--- src/rtl/fifo_axis_pkg.sv ---
// Shared types and defaults for the ap_fifo to AXI4-Stream reader.
// Imported by the interface, skid buffer and top.
package fifo_axis_pkg;

  localparam int WIDTH_DEF = 32;
  localparam int CNT_W_DEF = 16;

  typedef enum logic [1:0] {
    S_IDLE,
    S_RUN,
    S_DONE
  } state_e;

endpackage

--- src/rtl/fifo_axis_reader_if.sv ---
// FIFO read-side and AXI4-Stream signals of the reader.
// master = reader side, slave = FIFO/stream environment.
interface fifo_axis_reader_if
  import fifo_axis_pkg::*;
#(
  parameter int WIDTH = WIDTH_DEF
);

  logic [WIDTH-1:0] fifo_dout;
  logic             fifo_empty_n;
  logic             fifo_read;
  logic [WIDTH-1:0] m_axis_tdata;
  logic             m_axis_tvalid;
  logic             m_axis_tready;
  logic             m_axis_tlast;

  modport master (
    input  fifo_dout,
    input  fifo_empty_n,
    input  m_axis_tready,
    output fifo_read,
    output m_axis_tdata,
    output m_axis_tvalid,
    output m_axis_tlast
  );

  modport slave (
    output fifo_dout,
    output fifo_empty_n,
    output m_axis_tready,
    input  fifo_read,
    input  m_axis_tdata,
    input  m_axis_tvalid,
    input  m_axis_tlast
  );

endinterface

--- src/rtl/axis_skid_buf.sv ---
// Two-entry in-order skid buffer; entry 0 is the output head.
// Carries data plus a last-beat tag in the top bit.
module axis_skid_buf #(
  parameter int DW = 33
) (
  input  logic          clk,
  input  logic          rst,
  input  logic          push_i,
  input  logic [DW-1:0] din_i,
  input  logic          pop_i,
  output logic [DW-1:0] dout_o,
  output logic [1:0]    occ_o
);

  logic [DW-1:0] ent0_q, ent0_d;
  logic [DW-1:0] ent1_q, ent1_d;
  logic [1:0]    occ_q, occ_d;

  always_comb begin
    ent0_d = ent0_q;
    ent1_d = ent1_q;
    occ_d  = occ_q;
    unique case ({push_i, pop_i})
      2'b10: begin
        if (occ_q == 2'd0) ent0_d = din_i;
        else               ent1_d = din_i;
        occ_d = occ_q + 2'd1;
      end
      2'b01: begin
        ent0_d = ent1_q;
        occ_d  = occ_q - 2'd1;
      end
      2'b11: begin
        // head leaves while a new word arrives
        if (occ_q == 2'd1) begin
          ent0_d = din_i;
        end else begin
          ent0_d = ent1_q;
          ent1_d = din_i;
        end
      end
      default: ;
    endcase
  end

  always_ff @(posedge clk) begin
    if (rst) begin
      ent0_q <= '0;
      ent1_q <= '0;
      occ_q  <= 2'd0;
    end else begin
      ent0_q <= ent0_d;
      ent1_q <= ent1_d;
      occ_q  <= occ_d;
    end
  end

  assign dout_o = ent0_q;
  assign occ_o  = occ_q;

endmodule

--- src/rtl/fifo_axis_reader.sv ---
// Drains frame_len words from an FWFT ap_fifo into AXI4-Stream.
// FSM and counters here; buffering in axis_skid_buf.
module fifo_axis_reader
  import fifo_axis_pkg::*;
#(
  parameter int WIDTH = WIDTH_DEF,
  parameter int CNT_W = CNT_W_DEF
) (
  input  logic              ap_clk,
  input  logic              ap_rst,
  input  logic              start,
  input  logic [CNT_W-1:0]  frame_len,
  output logic              busy,
  output logic              done,
  fifo_axis_reader_if.master bus
);

  state_e           state_q, state_d;
  logic [CNT_W-1:0] len_q, len_d;
  logic [CNT_W-1:0] req_q, req_d;
  logic [CNT_W-1:0] out_q, out_d;

  logic             push;
  logic             pop;
  logic             last_tag;
  logic [WIDTH:0]   head;
  logic [1:0]       occ;

  assign last_tag = (req_q == len_q - CNT_W'(1));

  // issue depends only on registered state and empty_n
  assign push = (state_q == S_RUN) && !ap_rst &&
                bus.fifo_empty_n && (req_q != len_q) &&
                (occ != 2'd2);

  assign pop = bus.m_axis_tvalid && bus.m_axis_tready;

  axis_skid_buf #(
    .DW(WIDTH + 1)
  ) u_skid (
    .clk   (ap_clk),
    .rst   (ap_rst),
    .push_i(push),
    .din_i ({last_tag, bus.fifo_dout}),
    .pop_i (pop),
    .dout_o(head),
    .occ_o (occ)
  );

  assign bus.fifo_read     = push;
  assign bus.m_axis_tvalid = (occ != 2'd0);
  assign bus.m_axis_tdata  = head[WIDTH-1:0];
  assign bus.m_axis_tlast  = head[WIDTH];

  always_comb begin
    state_d = state_q;
    len_d   = len_q;
    req_d   = req_q;
    out_d   = out_q;
    busy    = (state_q != S_IDLE);
    done    = (state_q == S_DONE);
    unique case (state_q)
      S_IDLE: begin
        if (start) begin
          len_d   = frame_len;
          req_d   = '0;
          out_d   = '0;
          state_d = (frame_len == '0) ? S_DONE : S_RUN;
        end
      end
      S_RUN: begin
        if (push) req_d = req_q + CNT_W'(1);
        if (pop)  out_d = out_q + CNT_W'(1);
        if (pop && bus.m_axis_tlast) state_d = S_DONE;
      end
      S_DONE: state_d = S_IDLE;
      default: state_d = S_IDLE;
    endcase
  end

  always_ff @(posedge ap_clk) begin
    if (ap_rst) begin
      state_q <= S_IDLE;
      len_q   <= '0;
      req_q   <= '0;
      out_q   <= '0;
    end else begin
      state_q <= state_d;
      len_q   <= len_d;
      req_q   <= req_d;
      out_q   <= out_d;
    end
  end

endmodule

--- src/flat_wrapper.sv ---
// flat-port wrapper written by rule: the top's interface ports become plain ports
module fifo_axis_reader_flat import fifo_axis_pkg::*;
#(
  parameter int WIDTH = WIDTH_DEF,
  parameter int CNT_W = CNT_W_DEF
)
  (ap_clk, ap_rst, start, frame_len, busy, done, bus_fifo_dout, bus_fifo_empty_n, bus_m_axis_tready, bus_fifo_read, bus_m_axis_tdata, bus_m_axis_tvalid, bus_m_axis_tlast);
  fifo_axis_reader_if #(.WIDTH(WIDTH)) bus_i ();
  input  logic ap_clk;
  input  logic ap_rst;
  input  logic start;
  input  logic [CNT_W-1:0] frame_len;
  output logic busy;
  output logic done;
  input wire logic [$bits(bus_i.fifo_dout)-1:0] bus_fifo_dout;
  input wire logic [$bits(bus_i.fifo_empty_n)-1:0] bus_fifo_empty_n;
  input wire logic [$bits(bus_i.m_axis_tready)-1:0] bus_m_axis_tready;
  output wire logic [$bits(bus_i.fifo_read)-1:0] bus_fifo_read;
  output wire logic [$bits(bus_i.m_axis_tdata)-1:0] bus_m_axis_tdata;
  output wire logic [$bits(bus_i.m_axis_tvalid)-1:0] bus_m_axis_tvalid;
  output wire logic [$bits(bus_i.m_axis_tlast)-1:0] bus_m_axis_tlast;
  assign bus_i.fifo_dout = bus_fifo_dout;
  assign bus_i.fifo_empty_n = bus_fifo_empty_n;
  assign bus_i.m_axis_tready = bus_m_axis_tready;
  assign bus_fifo_read = bus_i.fifo_read;
  assign bus_m_axis_tdata = bus_i.m_axis_tdata;
  assign bus_m_axis_tvalid = bus_i.m_axis_tvalid;
  assign bus_m_axis_tlast = bus_i.m_axis_tlast;
  fifo_axis_reader #(.WIDTH(WIDTH), .CNT_W(CNT_W)) u_core (.ap_clk(ap_clk), .ap_rst(ap_rst), .start(start), .frame_len(frame_len), .busy(busy), .done(done), .bus(bus_i));
endmodule
--- config.mk ---
export PLATFORM = sky130hd
export DESIGN_NAME = fifo_axis_reader_flat
export DESIGN_NICKNAME = d
export VERILOG_FILES = /design/src/rtl/fifo_axis_pkg.sv /design/src/rtl/fifo_axis_reader_if.sv /design/src/rtl/axis_skid_buf.sv /design/src/rtl/fifo_axis_reader.sv /design/src/flat_wrapper.sv
export SDC_FILE = /design/constraint.sdc
export NUM_CORES = 1
export LEC_CHECK = 0
export CAP_MARGIN = 10
export CORE_MARGIN = 2
export CORE_UTILIZATION = 58
export CTS_CLUSTER_SIZE = 20
export DETAILED_ROUTE_END_ITERATION = 6
export MAX_ROUTING_LAYER = met4
export PLACE_DENSITY = 0.91
export SYNTH_ARGS = -nofsm -noshare
export SYNTH_HDL_FRONTEND = slang
export SYNTH_HIERARCHICAL = 1
export SYNTH_SLANG_ARGS = --single-unit
export TNS_END_PERCENT = 50
--- constraint.sdc ---
create_clock -name ap_clk -period 5.2 [get_ports ap_clk]
set_clock_uncertainty 0.1 [all_clocks]
set_input_delay 1.56 -clock ap_clk [delete_from_list [all_inputs] [get_ports ap_clk]]
set_output_delay 1.56 -clock ap_clk [all_outputs]
set_load 0.01 [all_outputs]
==> results of run 1 <==
-- logic make-up (layout without fill, tap and decap cells) --
kind of cell | after synthesis | in the layout | share of synthesized area (%)
xor+xnor | 27 | 27 | 4.38
fa+ha+maj | 8 | 8 | 1.85
simple gates | 207 | 207 | 19.8
buf+inv | 74 | 129 | 7.00
compound gates | 215 | 215 | 27.5
mux | 9 | 9 | 1.71
flops | 102 | 102 | 37.8
-- routing by layer --
metal | routed length (um) | global-route usage [%]
met2 | 7680 | 52.5
met1 | 5900 | 39.7
met3 | 1470 | 4.51
met4 | 334 | 12.0
met5 | 0 | -
-- report_power, final --
part           internal, uW  total (uW)  switching [uW]
Clock                   244         538             294
Combinational           494        1080             581
Sequential              914        1010            99.1
-- cell usage after synthesis, drive strengths merged, types with 10 or more instances --
library cell  count  area (sq um)
xnor2            22           193
nor4             10          92.6
nor2             21          78.8
clkbuf           28           106
a311oi           35           494
buf              34           226
inv              11          41.3
a21oi            93           465
o21ai            66           330
nand3            70           350
nand2            60           228
dfxtp           102          2040
-- stage by stage --
step	setup slack, ns	util (%)	instances	instance area (sq um)	total power, uW
after detailed placement	0.282	67.6	792	6190	2080
final	0.283	70.0	808	6400	2630
after global placement	0.268	67.6	792	6190	2040
after CTS	0.276	70.0	808	6400	2610
after global routing	0.231	70.0	808	6400	2750
after floorplan	0.803	-	642	5400	1710
-- worst paths after layout --
path / start / endpoint / slack [ns] / cells after the start
max: bus_fifo_empty_n / bus_fifo_read / 0.28 / 4
min: u_core/state_q[1] / u_core/state_q[1] / 0.37 / 1
max reg2reg: u_core/req_q[12] / u_core/u_skid/ent1_q[3] / 1.45 / 10
min reg2reg: u_core/state_q[1] / u_core/state_q[1] / 0.37 / 1
-- area by class of cell --
class	count	share of cell area, %
multi-input cells	466	46.6
flip-flops and latches	102	31.9
repair buffers	101	15.3
well taps	111	2.17
clock buffers	10	2.15
clock inverters	6	1.21
inverters	12	0.703
-- worst max-delay path, cell delays in order --
cell             delay, ns
clkdlybuf4s50_1       0.45
or4b_1                0.49
a21oi_1               0.19
clkdlybuf4s50_1       0.56
-- flip-flops by register name (all words and copies together) (netlist names) --
| signal | flops |
|---|---|
| u_core/u_skid/ent1_q | 33 |
| u_core/req_q | 16 |
| u_core/len_q | 16 |
| u_core/state_q | 2 |
| u_core/u_skid/occ_o | 2 |
| u_core/u_skid/dout_o | 33 |
==> flow_metrics.tcl, run 1 <==
set metrics [dict create \
    synth.cell_area_sq_um 5400 \
    post_cts_resized 0 \
    drt_iter0_markers 650 \
    syn_inst 642 \
    slew_viol_final 0 \
    ant_nets 0 \
    final_common_cell "dfxtp_1" \
    cp_data_required_time_ns 3.54 \
    dieArea_sq_um 10100 \
    drtPass1Iterations 5 \
    grtUsageTotal_pct 31.8 \
    mostFrequentLayoutCells "dfxtp_1, a21oi_1, clkdlybuf4s50_1" \
    num_rows 35 \
    wirelength_um 15400 \
    multi_input_area_sq_um 2980 \
    hold_slack_ns 0.372 \
    synth_edf_count 0 \
    worst_slew_pin_slew_ns 1.07 \
    finalHoldViolCount 0 \
    die_w_um 101 \
    die_h_um 101 \
    antenna_found_initial 0 \
    core-area_sq_um 9150 \
    min_period_ns 4.92 \
    hpwl_um 9930 \
    grt_pass1_wl_um 25300 \
    cts_num_sinks 102 \
    leakage_uw 0.00220 \
    cts_root_buf "clkbuf_8" \
    crit_fanout 3 \
    htreeDepth 3 \
    viasPerCell 6.62 \
    syn2layout_area_growth_pct 18.6 \
    place.gp.congestion 0.911 \
    syn_nets 703 \
    drc 0 \
    n_fill_cell 676 \
    grt_max_degree 90 \
    synth_area_per_cell_sq_um 8.41 \
    cts-buffers-inserted 9 \
    peakVddDrop_v 0.000255 \
    synth_cell_type_count 60 \
    cts.clk_slew.worst_paths_ns 0.10 \
    seq_area_sq_um 2040 \
    cts_max_path_buffers 2 \
    p_per_area_nw_per_um2 410 \
    arrival_ns 3.26 \
    rsz0062_at_grt "no" \
    cp-end-kind "output pin" \
    max_slew_margin_pct 28.6 \
    clock_latency_ns 0.38 \
    fin_nets 753 \
    io_pins 90 \
    hold_path.class "reg2reg" \
    wl_per_cell_um 19.0 \
    grt-ovfl-total 0 \
    yosysWarnings 6 \
    seq_area_frac_synth_pct 37.8 \
    vias 5348 \
    cts_setup_buffers 0 \
    setup.worst_path.start_class "input port" \
    grt_pass1_vias 5158 \
    initial_core_util_pct 59.0 \
    ys.flop_type "dfxtp_1" \
    n_antenna_cell 0 \
    cts_tree "yes" \
    setup_viol 0 \
    min_period_over_period_pct 94.6 \
    drv_cap 0 \
    portBuffers 89 \
    hold_buffers 0 \
    clock.fmax_mhz 203 \
    async_flop_share_pct 0 \
    fin_tns_setup_ns 0 \
    status "finished clean" \
    critPathKind "in2out" \
    final_layout_size_suffix_gt1_share_pct 10.3 \
    yosys_register_bits 102 \
]
Note: power is estimated with default switching activity, not from simulation.
==> run 2, diff against run 1 <==
Settings changed: CELL_PAD_IN_SITES_DETAIL_PLACEMENT set to 0, CELL_PAD_IN_SITES_GLOBAL_PLACEMENT set to 2, CORE_UTILIZATION 58 to 34, PLACE_DENSITY 0.91 to 0.9.
==> flow_metrics.tcl, run 2 (synthesis gave the netlist of run 1 again) <==
set metrics [dict create \
    fin_nets 756 \
    viasPerCell 5.44 \
    htreeDepth 3 \
    grt_pass1_wl_um 24800 \
    n_antenna_cell 0 \
    grtUsageTotal_pct 19.3 \
    status "finished clean" \
    setup.worst_path.start_class "input port" \
    place.gp.congestion 0.812 \
    met3_usage_pct 5.21 \
    p_per_area_nw_per_um2 417 \
    grtUsageMet1_pct 22.1 \
    n_fill_cell 1534 \
    final_common_cell "dfxtp_1" \
    arrival_ns 3.35 \
    p_int_uw 1800 \
    clock_latency_ns 0.35 \
    max_slew_margin_pct 23.7 \
    post_cts_resized 0 \
    cts_root_buf "clkbuf_16" \
    num_rows 46 \
    cts.clk_slew.worst_paths_ns 0.06 \
    p_switching_uw 971 \
    min_period_over_period_pct 96.3 \
    min_period_ns 5.01 \
    pwr-share-comb_pct 38.5 \
    die_w_um 130 \
    drc 0 \
    finalInstanceArea_sq_um 6640 \
    io_pins 90 \
    p_clk_share_pct 24.8 \
    vias 4977 \
    dieArea_sq_um 16900 \
    busiest_layer "met2" \
    hold_buffers 0 \
    critPathKind "in2out" \
    clock.fmax_mhz 200 \
    wirelength_um 15600 \
    syn2layout_area_growth_pct 22.9 \
    grt-ovfl-total 0 \
    dpl_cell_area_sq_um 6340 \
    cp-end-kind "output pin" \
    cts-buffers-inserted 9 \
    drv_cap 0 \
    cts_num_sinks 102 \
    final_layout_size_suffix_gt1_share_pct 10.4 \
    initial_core_util_pct 34.4 \
    grt_pass1_vias 4963 \
    crit_fanout 3 \
    cts_max_path_buffers 2 \
    switching_share_pct 35.1 \
    power_frac_seq_pct 36.6 \
    wl_per_cell_um 17.1 \
    rsz0062_at_grt "no" \
    grt_max_degree 93 \
    cts_setup_buffers 0 \
    die_h_um 130 \
    slew_viol_final 0 \
    setup_viol 0 \
    use_met2_pct 32.5 \
    worst_slew_pin_slew_ns 1.14 \
    leakage_uw 0.00225 \
    hold_path.class "reg2reg" \
    peakVddDrop_v 0.000180 \
    hold_slack_ns 0.367 \
    mostFrequentLayoutCells "dfxtp_1, a21oi_1, clkdlybuf4s50_1" \
    cp_data_required_time_ns 3.54 \
    hpwl_um 10100 \
    fin_tns_setup_ns 0 \
    drtPass1Iterations 4 \
    core-area_sq_um 15700 \
    placedCellCount 900 \
    instances_no_fill 915 \
    portBuffers 89 \
    finalHoldViolCount 0 \
    drt_iter0_markers 240 \
    antenna_found_initial 0 \
    ant_nets 0 \
    cts_tree "yes" \
]
-- run 2: cell count changes in the layout (fill, tap and decap cells not counted), moves of 2 or more --
cell,change
buf_4,+3
clkbuf_16,+9
clkbuf_8,-9
clkinv_4,-2
-- run 2: cell type report --
type | instances | area, sq um | area share, %
Clock buffer | 11 | 243 | 3.66
Clock inverter | 4 | 55.1 | 0.829
Inverter | 12 | 45.0 | 0.678
Multi-Input combinational cell | 466 | 2980 | 44.9
Sequential cell | 102 | 2040 | 30.8
Tap cell | 216 | 270 | 4.07
Timing Repair Buffer | 104 | 1000 | 15.1
-- run 2: worst max-delay path: stages --
cell and delay [ns]:
clkdlybuf4s50_1 0.45, or4b_1 0.54, a21oi_1 0.23, clkdlybuf4s50_1 0.57
-- run 2: routing by layer --
metal  vias to the layer above  wire [um]
li1                       2432          -
met1                      2415       6890
met2                       114       7830
met3                        16        689
met4                         0        224
met5                         -          0
-- run 2: final timing paths --
check	startpoint	to	slack, ns	cells past startpoint
max reg2reg	u_core/len_q[1]	u_core/u_skid/dout_o[32]	1.99	10
max	bus_fifo_empty_n	bus_fifo_read	0.19	4
min	u_core/state_q[1]	u_core/state_q[1]	0.37	1
min reg2reg	u_core/state_q[1]	u_core/state_q[1]	0.37	1
-- run 2: power groups by stage --
stage / clock network [uW] / logic (uW) / registers (uW)
floorplan: 0 / 663 / 1050
global placement: 0 / 1050 / 1030
detailed placement: 0 / 1070 / 1030
CTS: 706 / 1070 / 1020
global route: 738 / 1160 / 1030
finish: 689 / 1070 / 1010
-- run 2: stage by stage --
stage	util (%)	total power, uW	setup WS [ns]
floorplan	-	1710	0.803
global placement	40.4	2080	0.203
detailed placement	40.4	2100	0.192
CTS	42.3	2790	0.191
global route	42.3	2930	0.0996
finish	42.3	2770	0.194
==> run 3, diff against run 2 <==
Settings changed: GPL_ROUTABILITY_DRIVEN set to 0, PLACE_DENSITY 0.9 to not set, PLACE_DENSITY_LB_ADDON set to 0.1.
==> flow_metrics.tcl, run 3 (synthesis gave the netlist of run 1 again) <==
set metrics [dict create \
    status "finished clean" \
    cpMostUsedCell "clkdlybuf4s50_1" \
    total_power_uw 2910 \
    r2r_setup_slack_ns 1.58 \
    grt_pass1_vias 4720 \
    antenna_found_initial 1 \
    hold_path.class "reg2reg" \
    hold_slack_ns 0.371 \
    grt-ovfl-total 0 \
    seq_area_sq_um 2040 \
    min_path_cells 2 \
    fin_tns_setup_ns 0 \
    min_to "u_core/u_skid/ent1_q[32]" \
    grt_max_degree 72 \
    initial_core_util_pct 34.4 \
    cts_num_sinks 102 \
    cts_root_buf "clkbuf_16" \
    peakVddDrop_v 0.000216 \
    drc 0 \
    ant_nets 0 \
    min_period_over_period_pct 96.2 \
    hold_buffers 0 \
    grt_pass1_wl_um 25800 \
    cp-end-kind "output pin" \
    die_h_um 130 \
    n_fill_cell 1542 \
    p_switching_uw 1000 \
    grtUsageTotal_pct 20.3 \
    max_slew_margin_pct 30.1 \
    vias 5019 \
    power_frac_seq_pct 34.6 \
    finalInstanceArea_sq_um 6740 \
    timing.rr.start "u_core/len_q[11]" \
    drtPass1Iterations 5 \
    rr_endpoint "u_core/u_skid/ent1_q[30]" \
    hpwl_um 10700 \
    drv_cap 0 \
    setup.worst_path.start_class "input port" \
    finalHoldViolCount 0 \
    cts_max_path_buffers 2 \
    clock_latency_ns 0.36 \
    cts-buffers-inserted 9 \
    leakage_uw 0.00230 \
    io_pins 90 \
    p_per_area_nw_per_um2 432 \
    postLayoutCoreUtil_pct 42.9 \
    die_w_um 130 \
    cts_tree "yes" \
    wirelength_um 16400 \
    syn2layout_area_growth_pct 24.7 \
    num_rows 46 \
    final_common_cell "dfxtp_1" \
    viasPerCell 5.44 \
    top_layer "met4" \
    dieArea_sq_um 16900 \
    clock.fmax_mhz 200 \
    portBuffers 89 \
    crit_chain "clkdlybuf4s50_1 > or4b_1 > a21oi_1 > clkdlybuf4s50_1" \
    met2_length_um 8110 \
    arrival_ns 3.34 \
    setup_viol 0 \
    rsz0062_at_grt "no" \
    wl_met3_um 733 \
    p_clk_share_pct 27.8 \
    worst_slew_pin_slew_ns 1.05 \
    final_layout_size_suffix_gt1_share_pct 11.3 \
    hp-start "u_core/u_skid/ent1_q[32]" \
    htreeDepth 3 \
    cts_setup_buffers 0 \
    switching_share_pct 34.5 \
    drt_iter0_markers 275 \
    crit_fanout 3 \
    cts.clk_slew.worst_paths_ns 0.08 \
    wl_per_cell_um 17.8 \
    dpl_cell_area_sq_um 6380 \
    mostFrequentLayoutCells "dfxtp_1, a21oi_1, clkdlybuf4s50_1" \
    post_cts_resized 0 \
    ff2ff_path_depth 11 \
    cp_data_required_time_ns 3.54 \
    core-area_sq_um 15700 \
    pwr-share-comb_pct 37.6 \
    multi_input_area_sq_um 2980 \
    max_stage_delay_ns 0.58 \
    slew_viol_final 0 \
    wl_met1_um 7490 \
    p_int_uw 1910 \
    critPathKind "in2out" \
    fin_nets 761 \
    slowest_stage "clkdlybuf4s50_1" \
    min_period_ns 5.00 \
]
[run 3: cell count changes in the layout (fill, tap and decap cells not counted), sizes merged]
cell,delta
diode,+1
clkbuf,-1
clkinv,-1
bufinv,+2
clkinvlp,+1
buf,+5
[run 3: how the worst max path moves through the flow]
stage	start	to	slack, ns	cells past startpoint
global placement	bus_fifo_empty_n	bus_fifo_read	0.19	4
CTS	bus_fifo_empty_n	bus_fifo_read	0.17	4
global route	bus_fifo_empty_n	bus_fifo_read	0.15	4
finish	bus_fifo_empty_n	bus_fifo_read	0.20	4
floorplan	ap_rst	bus_fifo_read	0.80	3
detailed placement	bus_fifo_empty_n	bus_fifo_read	0.18	4
[run 3: critical path: cells and delay by family]
kind                   cells  cell delay [ns]
buffers and inverters      2             1.04
and+or+nand+nor            1             0.50
AOI/OAI and AO/OA          1             0.24
[run 3: layer usage]
layer | global-route usage [%] | up-vias
met4 | 4.62 | 0
met2 | 33.6 | 113
li1 | - | 2446
met5 | - | -
met1 | 25.6 | 2454
met3 | 4.35 | 6
[run 3: final cells by class]
type | instances | share of cell area [%]
antenna | 1 | 0.0371
clock buffer | 10 | 3.55
clock inverter | 6 | 1.71
inverter | 12 | 0.669
multi-input combinational | 466 | 44.3
sequential | 102 | 30.3
tap | 216 | 4.01
timing repair buffer | 109 | 15.4
[run 3: through the flow]
stage                     setup WS (ns)  cells
after floorplan                   0.803    642
after global placement            0.190    905
after detailed placement          0.183    905
after CTS                         0.169    921
after global routing              0.153    922
final                             0.200    922
[run 3: power groups by stage]
stage	clock, uW	sequential, uW	combinational (uW)
after global placement	0	1020	1080
after CTS	834	1010	1100
after floorplan	0	1050	663
after detailed placement	0	1020	1100
final	810	1010	1090
after global routing	856	1020	1180
